==> src/rtl/sop_error_scanner_if.sv <==
// Harness-side bundle for sop_error_scanner: scan request, circuit vector/outputs, and scan results.
interface sop_error_scanner_if #(
  parameter int IN_W  = 4,
  parameter int OUT_W = 3
);
  logic             start;
  logic [IN_W-1:0]  test_vec;
  logic [OUT_W-1:0] exact_out;
  logic [OUT_W-1:0] approx_out;
  logic             busy;
  logic             done;
  logic             pass;
  logic [OUT_W-1:0] max_err;
  logic [IN_W:0]    err_count;

  modport master (
    input  start, exact_out, approx_out,
    output test_vec, busy, done, pass, max_err, err_count
  );

  modport slave (
    output start, exact_out, approx_out,
    input  test_vec, busy, done, pass, max_err, err_count
  );
endinterface

==> src/rtl/sop_error_scanner.sv <==
// Sweeps all 2^IN_W vectors through exact/approx circuits and reports worst |error| vs ET; done 2^IN_W+1 edges
// after start, start ignored while not IDLE. SUBXPAT_EARLY_ABORT_EN: stop at the first violation.
module sop_error_scanner #(
  parameter int IN_W  = 4,
  parameter int OUT_W = 3,
  parameter int ET    = 1
) (
  input logic              clk,
  input logic              rst_n,
  sop_error_scanner_if.master bus
);

  typedef enum logic [1:0] {IDLE, SCAN, DRAIN, DONE} state_t;

  localparam logic [IN_W-1:0] LAST_VEC = '1;
  localparam int unsigned     ET_U     = ET;

  state_t           state, state_nxt;
  logic [IN_W-1:0]  vec;
  logic [OUT_W:0]   diff;
  logic [OUT_W:0]   diff_neg;
  logic [OUT_W-1:0] mag;
  logic [OUT_W-1:0] d_dat;
  logic             d_vld;
  logic [OUT_W-1:0] max_err;
  logic [IN_W:0]    err_count;
  logic             viol;
  logic             abort;
  logic             busy;
  logic             done;

  // Extra sign bit so the magnitude of a negative difference is recovered exactly.
  assign diff     = {1'b0, bus.exact_out} - {1'b0, bus.approx_out};
  assign diff_neg = -diff;
  assign mag      = diff[OUT_W] ? diff_neg[OUT_W-1:0] : diff[OUT_W-1:0];

  assign viol = d_vld && (32'(d_dat) > ET_U);

`ifdef SUBXPAT_EARLY_ABORT_EN
  assign abort = viol && (err_count == '0);
`else
  assign abort = 1'b0;
`endif

  always_ff @(posedge clk or negedge rst_n) begin
    if (!rst_n) begin
      state <= IDLE;
    end else begin
      state <= state_nxt;
    end
  end

  always_comb begin
    state_nxt = state;
    busy      = 1'b0;
    done      = 1'b0;
    case (state)
      IDLE: begin
        if (bus.start) state_nxt = SCAN;
      end
      SCAN: begin
        busy = 1'b1;
        if (abort) begin
          state_nxt = DONE;
        end else if (vec == LAST_VEC) begin
          state_nxt = DRAIN;
        end
      end
      DRAIN: begin
        busy      = 1'b1;
        state_nxt = DONE;
      end
      DONE: begin
        done      = 1'b1;
        state_nxt = IDLE;
      end
      default: state_nxt = IDLE;
    endcase
  end

  always_ff @(posedge clk or negedge rst_n) begin
    if (!rst_n) begin
      vec       <= '0;
      d_dat     <= '0;
      d_vld     <= 1'b0;
      max_err   <= '0;
      err_count <= '0;
    end else begin
      // An aborting edge drops whatever stage 1 captured in the same edge.
      d_vld <= (state == SCAN) && !abort;
      if (state == SCAN) d_dat <= mag;

      if (state == IDLE && bus.start) begin
        vec       <= '0;
        max_err   <= '0;
        err_count <= '0;
      end else begin
        if (state == SCAN && !abort) vec <= vec + 1'b1;
        if (d_vld) begin
          if (d_dat > max_err) max_err <= d_dat;
          if (viol) err_count <= err_count + 1'b1;
        end
      end
    end
  end

  assign bus.test_vec  = vec;
  assign bus.busy      = busy;
  assign bus.done      = done;
  assign bus.max_err   = max_err;
  assign bus.err_count = err_count;
  assign bus.pass      = (32'(max_err) <= ET_U);

endmodule

==> src/flat_wrapper.sv <==
// flat-port wrapper written by rule: the top's interface ports become plain ports
module sop_error_scanner_flat 
#(
  parameter int IN_W  = 4,
  parameter int OUT_W = 3,
  parameter int ET    = 1
)
  (clk, rst_n, bus_start, bus_exact_out, bus_approx_out, bus_test_vec, bus_busy, bus_done, bus_pass, bus_max_err, bus_err_count);
  sop_error_scanner_if #(.IN_W(IN_W), .OUT_W(OUT_W)) bus_i ();
  input logic clk;
  input logic rst_n;
  input wire logic [$bits(bus_i.start)-1:0] bus_start;
  input wire logic [$bits(bus_i.exact_out)-1:0] bus_exact_out;
  input wire logic [$bits(bus_i.approx_out)-1:0] bus_approx_out;
  output wire logic [$bits(bus_i.test_vec)-1:0] bus_test_vec;
  output wire logic [$bits(bus_i.busy)-1:0] bus_busy;
  output wire logic [$bits(bus_i.done)-1:0] bus_done;
  output wire logic [$bits(bus_i.pass)-1:0] bus_pass;
  output wire logic [$bits(bus_i.max_err)-1:0] bus_max_err;
  output wire logic [$bits(bus_i.err_count)-1:0] bus_err_count;
  assign bus_i.start = bus_start;
  assign bus_i.exact_out = bus_exact_out;
  assign bus_i.approx_out = bus_approx_out;
  assign bus_test_vec = bus_i.test_vec;
  assign bus_busy = bus_i.busy;
  assign bus_done = bus_i.done;
  assign bus_pass = bus_i.pass;
  assign bus_max_err = bus_i.max_err;
  assign bus_err_count = bus_i.err_count;
  sop_error_scanner #(.IN_W(IN_W), .OUT_W(OUT_W), .ET(ET)) u_core (.clk(clk), .rst_n(rst_n), .bus(bus_i));
endmodule
==> config.mk <==
export PLATFORM = sky130hd
export DESIGN_NAME = sop_error_scanner_flat
export DESIGN_NICKNAME = d
export VERILOG_FILES = /design/src/rtl/sop_error_scanner_if.sv /design/src/rtl/sop_error_scanner.sv /design/src/flat_wrapper.sv
export SDC_FILE = /design/constraint.sdc
export NUM_CORES = 1
export LEC_CHECK = 0
export BUFFER_PORTS_ARGS = -buffer_cell sky130_fd_sc_hd__buf_2
export CAP_MARGIN = 20
export CORE_MARGIN = 2
export CORE_UTILIZATION = 45
export DETAILED_ROUTE_END_ITERATION = 8
export HOLD_SLACK_MARGIN = 0.02
export PLACE_DENSITY = 0.76
export SLEW_MARGIN = 20
export SYNTH_ARGS = -nofsm -noshare
export SYNTH_HDL_FRONTEND = slang
export SYNTH_SLANG_ARGS = --single-unit
==> constraint.sdc <==
create_clock -name clk -period 2.5 [get_ports clk]
set_clock_uncertainty 0.1 [all_clocks]
set_input_delay 0.5 -clock clk [delete_from_list [all_inputs] [get_ports clk]]
set_output_delay 0.5 -clock clk [all_outputs]
set_load 0.005 [all_outputs]
==> results.json <==
{
  "synthCells": 105,
  "max_slew_margin_pct": 69.65,
  "leakage_nw": 0.6441,
  "grt_pass1_vias": 705,
  "avgSynthCellArea_um2": 10.25,
  "nFillCells": 210,
  "synth_nets": 129,
  "clk_path_buf_depth": 2,
  "dp.cells": 154,
  "crit_fanout": 4,
  "finalSetupTns_ns": 0,
  "worst_pin_slew_ns": 0.4553,
  "outcome": "finished clean",
  "clk_pin_slew_ns": 0.10,
  "dr.first_iter.drc_count": 1,
  "insertedDiodeCount": 0,
  "powerDensity_nw_per_um2": 1101,
  "io_pins": 24,
  "hold_class": "in -> async",
  "cts.sinks": 18,
  "cp-start-kind": "register",
  "cts_tree": "yes",
  "io_buffers": 23,
  "netlist_area_um2": 1076,
  "placed_area_um2": 1216,
  "grt_max_degree": 19,
  "vias_per_cell": 5.057,
  "synth_seq_cells": 18,
  "drc_errors": 0,
  "synth_edf_count": 0,
  "grt_util_all_layers_pct": 14.71,
  "die_x_um": 52.90,
  "finalNonFillerCells": 158,
  "ys_top_cells_by_area": "dfrtp_1, ha_1, xor2_1, nor2_1, a21oi_1",
  "ant_nets": 0,
  "die_area_um2": 2798,
  "max_freq_mhz": 545.7,
  "post_cts_buffers": 0,
  "drive_gt1_share_pct": 23.85,
  "vias": 799,
  "min_period_ns": 1.833,
  "synth_top_cell_by_area": "dfrtp_1",
  "final_hold_viol_count": 0,
  "grt_overflow": 0,
  "die_y_um": 52.90,
  "synth_cell_type_count": 24,
  "synth-main-ff-cell": "dfrtp_1",
  "dp_slack_ns": 0.3877,
  "crit_path_end_kind": "output pin",
  "fin_ws_ns": 0.6675,
  "antenna_found_initial": 0,
  "gp_congestion": 0.7341,
  "peakVddDrop_mv": 0.6471,
  "cts_inserted_buffers": 3,
  "syn2layout_area_growth_pct": 16.40,
  "cp.required_ns": 1.90,
  "htreeDepth": 1,
  "coreArea_um2": 2233,
  "postLayoutCellArea_um2": 1252,
  "power_mw": 1.378,
  "cts_root_buf": "clkbuf_4",
  "routedWlPerCell_um": 10.85,
  "final_nets": 155,
  "clk_latency_ns": 0.29,
  "rsz0062_at_grt": "false",
  "start_util_pct": 48.18,
  "grt_pass1_wl_um": 2863,
  "finalCritPeriodShare_pct": 73.30,
  "crit_type": "reg -> out",
  "cts_resized": 0,
  "synth_top_area_share_pct": 41.86,
  "ys_warn_count": 0,
  "wirelength_um": 1714,
  "worst_ep_arrival_time_ns": 1.23,
  "num_rows": 17,
  "dr.pass1.iters": 3,
  "setup_violations": 0,
  "max_cap_violations": 0,
  "place_hpwl_um": 1372,
  "cts_hold_buffers": 0,
  "synthArstFlopShare_pct": 100.0,
  "final-max-slew-violation-count": 0,
  "yosysSeqAreaShare_pct": 41.86
}
## cells by family after synthesis
group                      Yosys count  share of synthesized area [%]
DFF                                 18                          41.86
adders and majority gates           15                          18.14
xor gates and xnor gates             9                          7.326
AOI/OAI and AO/OA                   21                          13.26
and+or+nand+nor                     29                          13.49
buffers and inverters               11                          4.070
muxes                                2                          1.861
## flip-flops by register name, summed over array words and instances, names as in the netlist
register	count
u_core.bus.err_count	5
u_core.bus.max_err	3
u_core.bus.test_vec	4
u_core.d_dat	3
u_core.d_vld	1
u_core.state	2
## critical path, cell delays in order, from the launching register on
cell and delay, ns:
dfrtp_1 0.40, inv_1 0.10, ha_1 0.31, buf_2 0.13
## report_power, final
group          leakage [nW]  switching [mW]  total, mW  internal, mW
clock network        0.0210          0.0873      0.176        0.0888
registers             0.229           0.108      0.510         0.401
logic                 0.394           0.363      0.693         0.330
total                 0.644           0.558       1.38         0.820
## through the flow
stage	hold slack (ns)	util [%]
final	0.01228	56.08
after global routing	0.03285	56.08
after CTS	0.02163	56.08
after detailed placement	0.3505	54.45
after global placement	0.3444	54.45
after floorplan	0.1044	-
## synthesized netlist by cell type, drive strengths merged (2+ instances only)
master  instances
a21oi           9
buf             2
dfrtp          18
ha             14
inv             9
mux2i           2
nand2           3
nand3           5
nand3b          2
nand4           3
nor2           13
nor2b           2
o21a            2
o21ai           7
xnor2           3
xor2            6
## layout make-up
type	instances	area, um2	area share [%]
repair buffers	23	115.1	9.191
multi-input cells	76	581.8	46.45
well taps	28	35.03	2.797
inverters	9	33.78	2.697
clock buffers	4	36.28	2.897
flip-flops and latches	18	450.4	35.96
## layer usage
layer	up-vias	part of all wire [%]	track usage, %
li1	406	-	-
met3	4	3.8	2.542
met4	0	2.6	10.26
met2	16	48	24.58
met1	373	45	16.94
met5	-	0	0
## final timing paths
check                                        startpoint  cells past startpoint  slack [ns]                 endpoint
worst max-delay path                    u_core.state[0]                      3        0.67                 bus_busy
worst min-delay path                              rst_n                      1        0.01   u_core.bus.test_vec[0]
worst max register to register          u_core.state[1]                      5        0.89   u_core.bus.test_vec[3]
worst min register to register  u_core.bus.err_count[4]                      2        0.44  u_core.bus.err_count[4]
max in group asynchronous                         rst_n                      1        2.01  u_core.bus.err_count[1]
min in group clk                      bus_approx_out[0]                      3        0.43          u_core.d_dat[0]
## placed cells by master (no fill, tap or decap), types with 3 or more instances in the layout
master and n:
a21oi_1 8, nand2_1 3, o21ai_0 7, nor2_1 13
nand3_1 5, inv_1 9, buf_2 23, xor2_1 6
dfrtp_1 18, xnor2_1 3, nand4_1 3, clkbuf_4 3
ha_1 14
Note: power is estimated with default switching activity, not from simulation.
